$ cat src/rtl/loop_fetch_sched.sv
// loop_fetch_sched
// Chooses the IF/ID instruction source each cycle: instruction memory, the
// loop-buffer replay path, or a NOP bubble. It freezes the PC while the loop
// buffer replays, issues the resume-PC redirect when replay ends, and squashes
// wrong-path fetches for a short drain window after any redirect.
//
// Optional build macro: LOOP_FETCH_STATS_EN enables the replay statistics
// counters. Without it, replay_cycles and replay_exits are tied to zero.
//
// Ports:
//   clk, reset (async, active-low)
//   block_signal, flush, new_pc, lb_instruction  - loop-buffer interface
//   imem_instruction                             - instruction-memory data
//   bubble_idex, mispredict                      - pipeline hazards
//   pc_write, pc_redirect, redirect_pc           - PC control
//   if_instruction, if_valid, replay_active      - IF/ID feed
//   replay_cycles, replay_exits                  - statistics
module loop_fetch_sched #(
    parameter int unsigned DRAIN_CYCLES = 2,
    parameter logic [31:0] NOP_INSTR    = 32'h00000013,
    parameter int unsigned CNT_W        = 16
) (
    input  logic             clk,
    input  logic             reset,
    input  logic             block_signal,
    input  logic             flush,
    input  logic [31:0]      new_pc,
    input  logic [31:0]      lb_instruction,
    input  logic [31:0]      imem_instruction,
    input  logic             bubble_idex,
    input  logic             mispredict,
    output logic             pc_write,
    output logic             pc_redirect,
    output logic [31:0]      redirect_pc,
    output logic [31:0]      if_instruction,
    output logic             if_valid,
    output logic             replay_active,
    output logic [CNT_W-1:0] replay_cycles,
    output logic [CNT_W-1:0] replay_exits
);

    typedef enum logic [2:0] {
        StFetch  = 3'd0,
        StArm    = 3'd1,
        StReplay = 3'd2,
        StExit   = 3'd3,
        StDrain  = 3'd4
    } state_e;

    localparam logic [2:0] DrainLoad = 3'(DRAIN_CYCLES - 1);

    state_e      state_q, state_d;
    logic [2:0]  drain_q, drain_d;
    logic [31:0] redirect_q, redirect_d;

    always_ff @(posedge clk or negedge reset) begin
        if (!reset) begin
            state_q    <= StFetch;
            drain_q    <= 3'd0;
            redirect_q <= 32'd0;
        end else begin
            state_q    <= state_d;
            drain_q    <= drain_d;
            redirect_q <= redirect_d;
        end
    end

    always_comb begin
        state_d    = state_q;
        drain_d    = drain_q;
        redirect_d = redirect_q;
        unique case (state_q)
            StFetch: begin
                if (block_signal) begin
                    state_d = StArm;
                end else if (mispredict) begin
                    state_d = StDrain;
                    drain_d = DrainLoad;
                end
            end
            StArm: begin
                if (flush) begin
                    state_d    = StExit;
                    redirect_d = new_pc;
                end else begin
                    state_d = StReplay;
                end
            end
            StReplay: begin
                if (flush) begin
                    state_d    = StExit;
                    redirect_d = new_pc;
                end else if (!block_signal) begin
                    // Replay dropped without a flush: exit to the last known resume PC.
                    state_d = StExit;
                end
            end
            StExit: begin
                state_d = StDrain;
                drain_d = DrainLoad;
            end
            StDrain: begin
                if (mispredict) begin
                    drain_d = DrainLoad;
                end else if (drain_q == 3'd0) begin
                    state_d = StFetch;
                end else begin
                    drain_d = drain_q - 3'd1;
                end
            end
            default: state_d = StFetch;
        endcase
    end

    always_comb begin
        pc_write       = 1'b1;
        pc_redirect    = 1'b0;
        redirect_pc    = 32'd0;
        if_instruction = NOP_INSTR;
        if_valid       = 1'b0;
        replay_active  = 1'b0;
        unique case (state_q)
            StFetch: begin
                if_instruction = imem_instruction;
                if_valid       = 1'b1;
                pc_write       = !bubble_idex;
            end
            StArm: begin
                pc_write = 1'b0;
            end
            StReplay: begin
                pc_write       = 1'b0;
                if_instruction = lb_instruction;
                if_valid       = 1'b1;
                replay_active  = 1'b1;
            end
            StExit: begin
                pc_redirect = 1'b1;
                redirect_pc = redirect_q;
            end
            default: ;
        endcase
        // Outputs must show reset values while reset is held, not the FETCH view.
        if (!reset) begin
            pc_write       = 1'b1;
            pc_redirect    = 1'b0;
            redirect_pc    = 32'd0;
            if_instruction = NOP_INSTR;
            if_valid       = 1'b0;
            replay_active  = 1'b0;
        end
    end

`ifdef LOOP_FETCH_STATS_EN
    logic [CNT_W-1:0] replay_cycles_q, replay_exits_q;

    always_ff @(posedge clk or negedge reset) begin
        if (!reset) begin
            replay_cycles_q <= '0;
            replay_exits_q  <= '0;
        end else begin
            if (replay_active && if_valid && !bubble_idex && (replay_cycles_q != '1)) begin
                replay_cycles_q <= replay_cycles_q + 1'b1;
            end
            if ((state_d == StExit) && (state_q != StExit) && (replay_exits_q != '1)) begin
                replay_exits_q <= replay_exits_q + 1'b1;
            end
        end
    end

    assign replay_cycles = replay_cycles_q;
    assign replay_exits  = replay_exits_q;
`else
    assign replay_cycles = '0;
    assign replay_exits  = '0;
`endif

endmodule
$ cat config.mk
export PLATFORM = sky130hd
export DESIGN_NAME = loop_fetch_sched
export DESIGN_NICKNAME = d
export VERILOG_FILES = /design/src/rtl/loop_fetch_sched.sv
export SDC_FILE = /design/constraint.sdc
export NUM_CORES = 1
export LEC_CHECK = 0
export ABC_AREA = 1
export CAP_MARGIN = 40
export CORE_MARGIN = 5
export CORE_UTILIZATION = 31
export CTS_CLUSTER_SIZE = 8
export DETAILED_ROUTE_END_ITERATION = 10
export PLACE_DENSITY_LB_ADDON = 0.3
export SYNTH_ARGS = -nofsm -noshare
export SYNTH_HDL_FRONTEND = slang
export SYNTH_SLANG_ARGS = --single-unit
$ cat constraint.sdc
create_clock -name clk -period 1.3 [get_ports clk]
set_input_delay 0.195 -clock clk [delete_from_list [all_inputs] [get_ports clk]]
set_output_delay 0.195 -clock clk [all_outputs]
set_load 0.005 [all_outputs]
After elaboration in Yosys (flattened, before gate mapping)
Index checks and enable logic that the tools add are counted.
{"block": "totals", "reg_bits": 38, "latchBits": 0, "ramBits": 0, "romBits": 0, "inputBits": 102, "output_inout_bits": 100, "mem_count": 0}
{"block": "classes", "addsub": 1, "n_mul": 0, "div": 0, "magnitude_cmp": 0, "n_eq_ne": 11, "n_shift": 0, "n_mux": 25, "n_bitwise": 0, "reduce_logical": 9}
{"op": "$mux 32", "count": 3}
{"op": "$pmux 32 s2", "count": 1}
{"op": "$mux 3", "count": 10}
{"op": "$pmux 3 s5", "count": 1}
{"op": "$ne 3x3->1 const B", "count": 3}
{"op": "$pmux 3 s3", "count": 1}
{"op": "$mux 1", "count": 8}
{"op": "$ne 2x2->1 const B", "count": 4}
{"op": "$reduce_and 4->1", "count": 2}
{"op": "$eq 3x2->1 const B", "count": 2}
{"op": "$logic_not 3->1", "count": 2}
{"op": "$reduce_or 2->1", "count": 2}
{"op": "$eq 3x1->1 const B", "count": 1}
{"op": "$eq 3x3->1 const B", "count": 1}
{"op": "$reduce_bool 3->1", "count": 1}
{"op": "$sub 3x1->3 const B", "count": 1}
{"op": "$pmux 1 s2", "count": 1}
{"op": "$reduce_and 2->1", "count": 1}
{"op": "$logic_not 1->1", "count": 1}

Logic depth before layout (Yosys ltp)
{"block": "depth", "ltp_word": 4, "ltp_mapped": 9, "ltp_nobuf": 9}

Worst setup path before layout
OpenSTA, ideal clock, no wires.
{"block": "synth_timing", "kind": "register -> output", "start": "register state_q[2]", "end": "output redirect_pc[10]", "t_arrival_ns": 1.154, "setup_slack_ns": -0.049, "path_stages_with_launch": 7, "n_path_buf": 1, "cell_sequence": "dfrtp_1 -> nor2_2 -> nand2_2 -> nor2_2 -> inv_2 -> buf_6 -> nor2_1"}
{"block": "synth_via", "elab_chain_cells": 3}
{"element": "from (decl)", "line": "52", "rtl": "state_e state_q, state_d;"}
{"element": "from (signal assigned)", "line": "58", "rtl": "state_q <= StFetch;"}
{"element": "from (signal assigned)", "line": "62", "rtl": "state_q <= state_d;"}
{"element": "$eq 3x2->1", "line": "122", "rtl": "unique case (state_q)"}
{"element": "$mux 32", "line": "122"}
{"element": "$mux 32", "line": "144", "rtl": "if (!reset) begin"}
{"element": "to (decl)", "line": "34", "rtl": "output logic [31:0] redirect_pc,"}
Every way passes these cells.

Worst setup path in the final report
{"block": "layout_timing", "start": "register state_q[2]", "end": "output if_instruction[21]"}
{"block": "layout_via", "elab_chain_cells": 3, "word_cells_on_any_way": 4}
{"element": "$eq 3x2->1 or $logic_not 3->1 (tied branches)", "line": "122"}
{"element": "$pmux 32 s2 (*)", "line": "122"}
{"element": "$mux 32 (*)", "line": "144"}
{"element": "to (decl)", "line": "35", "rtl": "output logic [31:0] if_instruction,"}
Every way passes the cells marked *; elsewhere a longest branch is shown, timed or not.

==> flow_summary.ini <==
[timing]
period_minus_slack_ps = 1940
fin_crit_sh = 1.49
rsz0062_at_grt = true
skew_ps = 6.73
setup_viol = 106
max_freq_ghz = 0.515
worst_slack_ps = -641
finalHoldViolations = 0
finalMaxSlewViolations = 0

[place]
numPortBuffers = 169
hpwl_um = 7170
gp_congestion = 0.747

[global_route]
grt_pass1_wl_um = 16600
antenna_found_initial = 1
grt_pass1_vias = 3444
grt.overflow.total = 0
grt_max_degree = 37
grt.total_usage = 0.198

[layout]
fin_nets = 731
syn_to_final_growth_pct = 104
drive_gt1_frac = 0.425
layout_commonest_cell = clkdlybuf4s50_1
antennaDiodeCount = 0
mostFrequentLayoutCells = clkdlybuf4s50_1 (100), nand2_1 (81), nand3_1 (57), buf_2 (57), nand2_2 (47)
fin_util = 0.640

[worst_setup_path]
path_class = flip-flop to output port
crit_path_end_kind = output port
timing.rr.start = state_q[2]
path_buf_inv = 6
crit_arrival_ps = 1750
max_stage_delay_ps = 420
worstSetupStartpointType = flip-flop
cp_max_fo = 5
crit_path_start = state_q[2]
cpLargestDelayFamily = buffers and inverters
required_ps = 1110
slowest_stage = dfrtp_2
cp_common_cell = buf_6
worstPathCellList = buf_6, buf_6, nor2_4, nand2_4, clkinv_4, buf_8, clkbuf_16, nand3_1, nand2_1, buf_2

[clock_tree]
cts_max_level = 2
insertion_delay_ps = 290
root_buffer = clkbuf_8
tritoncts = yes
path_clk_slew_ps = 80
cts_sinks = 38
cts_buffer_depth = 2
numCtsBuffers = 5

[yosys]
yosysUniqueCellTypes = 23
synth_area_um2 = 2700
synth_area_leaders = dfrtp_1 (35%), nand2_1 (19%), nand3_1 (13%)
synth_top_cell_area_share = 0.352
synth.avg_cell_area_um2 = 6.70
ys_seq_elements = 38
yosysSeqAreaShare = 0.352
synth_area_leader_cell = dfrtp_1
yosysWarnings = 0
synthCells = 403

[floorplanning]
fp.dieH_um = 103
die-area_um2 = 10700
die_x_um = 103
rows = 34
io_pins = 202
core_area_um2 = 8590
initial_core_util = 0.314

[detailed_routing]
num_vias = 3399
route.detailed.drc = 0
drt_iter0_drc = 83
final_antenna_net_count = 0
wirelength_um = 11900
first_pass_iters = 4
wire_per_inst_um = 16.2
vias_per_cell = 4.62

[run_status]
violations = negative setup slack
status = complete, but fails checks

[flow_run]
maxCapViolCount = 0

[hold_path]
hp-class = input pin to asynchronous set/reset pin

[pwr]
leakage_nw = 2.82
power.total_mw = 9.03
ir_drop_v = 0.000759
power.density_nw_per_um2 = 1640
[worst register-to-register path, delay by kind of cell, from the launching register on]
kind | cells | cell delay (ps)
buffers and inverters | 5 | 610
and+or+nand+nor | 6 | 500
DFF | 1 | 420
[final timing paths]
check / end / slack (ps) / cells after the start
setup / recovery: if_instruction[21] / -640 / 10
hold / removal: redirect_q[22] / 180 / 3
setup reg to reg: redirect_q[9] / -330 / 11
hold reg to reg: redirect_q[11] / 480 / 2
max in group asynchronous: state_q[0] / 450 / 3
min in group clk: redirect_q[26] / 460 / 3
[registers in the layout (all words and copies together) (netlist names)]
name,flops
state_q,3
drain_q,3
redirect_q,32
[stage by stage]
step	setup TNS [ps]	area (um^2)	hold WS, ps	cells	setup slack [ps]
final	-47790	5500	183	736	-641
after global routing	-56130	5500	236	736	-719
after CTS	-40490	5190	154	739	-657
after detailed placement	-41040	4550	258	690	-670
after global placement	-38920	4550	254	690	-644
after floorplan	-429	2820	-101	434	-16.2
[power breakdown]
part,leakage [nW],internal (mW),switching [mW],total (mW)
clock,0.0585,0.626,0.409,1.03
combinational,2.28,2.98,2.93,5.91
sequential,0.477,1.73,0.359,2.09
[kinds of logic after synthesis]
kind of cell | Yosys count | synth area share
buffers and inverters | 99 | 0.211
and+or+nand+nor | 260 | 0.418
DFF | 38 | 0.352
adders and majority gates | 2 | 0.00927
other | 1 | 0.00139
AOI/OAI and AO/OA | 3 | 0.00834
[final cells by class]
cell class,instances,area (um^2)
clock buffers,7,86.3
clock inverters,1,30.0
fillers,723,3090
inverters,45,181
multi-input cells,300,1850
flip-flops and latches,38,953
well taps,108,135
repair buffers,235,2220
repair inverters,2,40.0
[timing repair]
item / in CTS / in global routing
gates resized for setup: 357 / 122
hold buffers: 1 / 0
buffers inserted: 27 / 10
endpoints found under the hold margin: 2 / 0
setup endpoints to repair: 104 / 106
pin swaps: 12 / 41
gates cloned: 13 / 1
[per-layer routing]
layer | vias up | share of wire | global-route usage
li1 | 1621 | - | -
met1 | 1602 | 0.36 | 0.229
met5 | - | 0.0011 | 0
met3 | 15 | 0.095 | 0.0584
met4 | 2 | 0.011 | 0.0408
met2 | 159 | 0.54 | 0.363
[cells in the mapped netlist]
| cell type | instances |
|---|---|
| nor3_1 | 3 |
| o21ai_0 | 1 |
| o221ai_1 | 1 |
| o21ai_2 | 1 |
| nor2_4 | 1 |
| nand4_1 | 1 |
| conb_1 | 1 |
| buf_1 | 4 |
| nor2_1 | 34 |
| nor3_4 | 1 |
| inv_1 | 41 |
| buf_4 | 33 |
| buf_2 | 6 |
| nand3_1 | 72 |
| nand2_2 | 4 |
| ha_1 | 2 |
| buf_6 | 9 |
| dfrtp_1 | 38 |
| inv_2 | 4 |
| nor2_2 | 4 |
| clkbuf_1 | 2 |
| nand2_4 | 2 |
| nand2_1 | 138 |
Note: power is estimated with default switching activity, not from simulation.
==> RTL edit, RTL diff (same flow settings) <==
Add a define of `LOOP_FETCH_STATS_EN`.
--- a/src/rtl/loop_fetch_sched.sv
+++ b/src/rtl/loop_fetch_sched.sv
@@ -17,2 +17,4 @@
 //   replay_cycles, replay_exits                  - statistics
+`define LOOP_FETCH_STATS_EN
+
 module loop_fetch_sched #(
Formal check against the unedited RTL: not equivalent (a bounded check fails within 4 cycles, from zero or initial values and one cycle with reset low).
==> RTL edit against the unedited design <==
- the run still ends with setup timing left
- sequential power rose by 62%
- first-iteration DRC count rose to 2.9 times the old value
- sequential cell count is 32 higher
- via count increased by 57%
- final area rose by 58%
- largest power group unchanged
- area after synthesis grew 56%
- combinational power is 42% higher
- routed wire length rose by 47%
- critical path depth is 1 lower
- sequential share of layout area increased by 3.0 points
- worst setup slack better by 0.079 ns
- total power grew 61%
==> RTL edit: results (changes against the unedited design) <==
* Outcome: complete, but fails checks
* Violated checks: setup timing
* DRC viols at 0 (unchanged)
* Routed length on met1 at 7.175 mm (+69%)
* Power share of the clock group at 18.7% (+7.2 points)
* Synth cell count leaders: nand2_1 (230), nor2_1 (104), dfrtp_1 (70)
* Post-synthesis adder-cell area fraction at 1.187% (+0.26 points)
* Global Route Usage Sum at 18.97% (-0.84 points)
* Synth Area in XOR/XNOR at 2.493% (+2.5 points)
* Vias in the first global route at 5144 (+49%)
* Max Clock Skew at 0.006750 ns (+0.00002332 ns)
* Leakage at 0.004435 uW (+58%)
* CP max-delay cell: dfrtp_1
* Reg-to-reg critical path startpoint: state_q[2]
* Multiplexer share of the synthesized area at 0% (unchanged)
* Layout cells sized above 1 at 40.43% (-2.1 points)
* Layout net count at 1078 (+47%)
* Met2 Use GR at 33.00% (-3.3 points)
* 1st-iter DRT viols at 240 (+190%)
* Ranking of synthesized cells by area: dfrtp_1 (42%), nand2_1 (20%), nor2_1 (9.3%)
* CP Launch Point: state_q[0]
* Largest net degree at the start of global routing at 65 (+76%)
* Critical path arrival at 1.67 ns (-0.08 ns)
* Clk_lat worst skew at 0.34 ns (+0.05 ns)
* P_int at 8910 uW (+67%)
* Sequential power at 3390 uW (+62%)
* Grt met1 use at 22.91% (+0.025 points)
* Final worst slack at -0.5627 ns (+0.07865 ns)
* I/O Buffers at 201 (+19%)
* Worst slew margin at 66.42%
* Clock root cell: clkbuf_16
* GP Congestion at 0.9488 (+27%)
* Sequential-to-total area share from yosys stat at 41.56% (+6.3 points)
* Global-route wire length before repair at 24.85 mm (+50%)
* Fillcell total at 1115 (+54%)
* Post-Route WL at 17.47 mm (+47%)
* Reg with most FFs: redirect_q
* Hpwl dp at 11.32 mm (+58%)
* Hold Path Class: input port to flop
* Max IR drop VDD at 1018 uV (+34%)
* Max incr delay on CP at 0.38 ns (-0.04 ns)
* Avg Vias per Cell at 4.636 (+0.38%)
* Finish-stage setup viols at 137 (+29%)
* Antenna violations before repair at 1 (unchanged)
* Max FO, Critical Path at 7 (+2)
* Clock Path Buffers at 2 (unchanged)
* Net Sw Frac at 38.57% (-2.4 points)
* Met3 usage in global routing at 4.330% (-1.5 points)
* Num CTS Buffers at 9 (+4)
* Synth cell types at 26 (+13%)
* DR WL met3 at 1.051 mm (-7.4%)
* H-tree depth at 3 (+1)
* Complex-gate fraction of the synthesized area at 5.521% (+4.7 points)
* Setup_tns at -47.38 ns (+0.4047 ns)
* Routed wl met2 at 8.828 mm (+39%)
* Worst-path clk slew at 0.06 ns (-0.02 ns)
## RTL edit: path summary, 6_finish.rpt
| check | to | slack [ns] | cells past startpoint |
|---|---|---|---|
| setup / recovery | if_instruction[27] | -0.56 | 9 |
| hold / removal | redirect_q[11] | 0.47 | 3 |
| setup reg to reg | replay_exits[4] | -0.37 | 11 |
| hold reg to reg | redirect_q[10] | 0.51 | 2 |
| max in group asynchronous | replay_exits[4] | 0.42 | 3 |
| min in group asynchronous | replay_cycles[4] | 0.50 | 3 |
## RTL edit: area by class of cell
class                      instances  area [um2]  share of cell area, %
tap                              176       220.2                  2.535
clock buffer                       9       225.2                  2.592
timing repair buffer             346        3244                  37.34
inverter                          66       262.8                  3.024
multi-input combinational        478        2867                  32.99
sequential                        70        1764                  20.31
timing repair inverter             1       6.256                0.07200
clock inverter                     7       98.84                  1.138
## RTL edit: repair_timing
item | in CTS | in global routing
endpoints found under the setup margin | 168 | 164
hold buffers | 1 | 0
gates cloned | 6 | 12
endpoints found under the hold margin | 63 | 0
pin swaps | 37 | 23
gates resized for setup | 301 | 265
buffers inserted | 22 | 23
## RTL edit: through the flow
step	cell area, um2	util, %	setup slack (ns)	hold WS, ns	std cells
6_report	8688	65.35	-0.5627	0.4748	1153
3_5_place_dp	7172	53.94	-0.5421	0.2750	1085
3_3_place_gp	7172	53.94	-0.5128	0.2736	1085
4_1_cts	7901	59.43	-0.6072	0.4191	1129
2_1_floorplan	4298	-	-0.1101	-0.1006	636
5_1_grt	8688	65.35	-0.6400	0.4780	1153
## RTL edit: cells by family after synthesis
group,Yosys count
DFF,70
buffers and inverters,88
adders and majority gates,4
AOI/OAI and AO/OA,46
and+or+nand+nor,416
xor gates and xnor gates,12
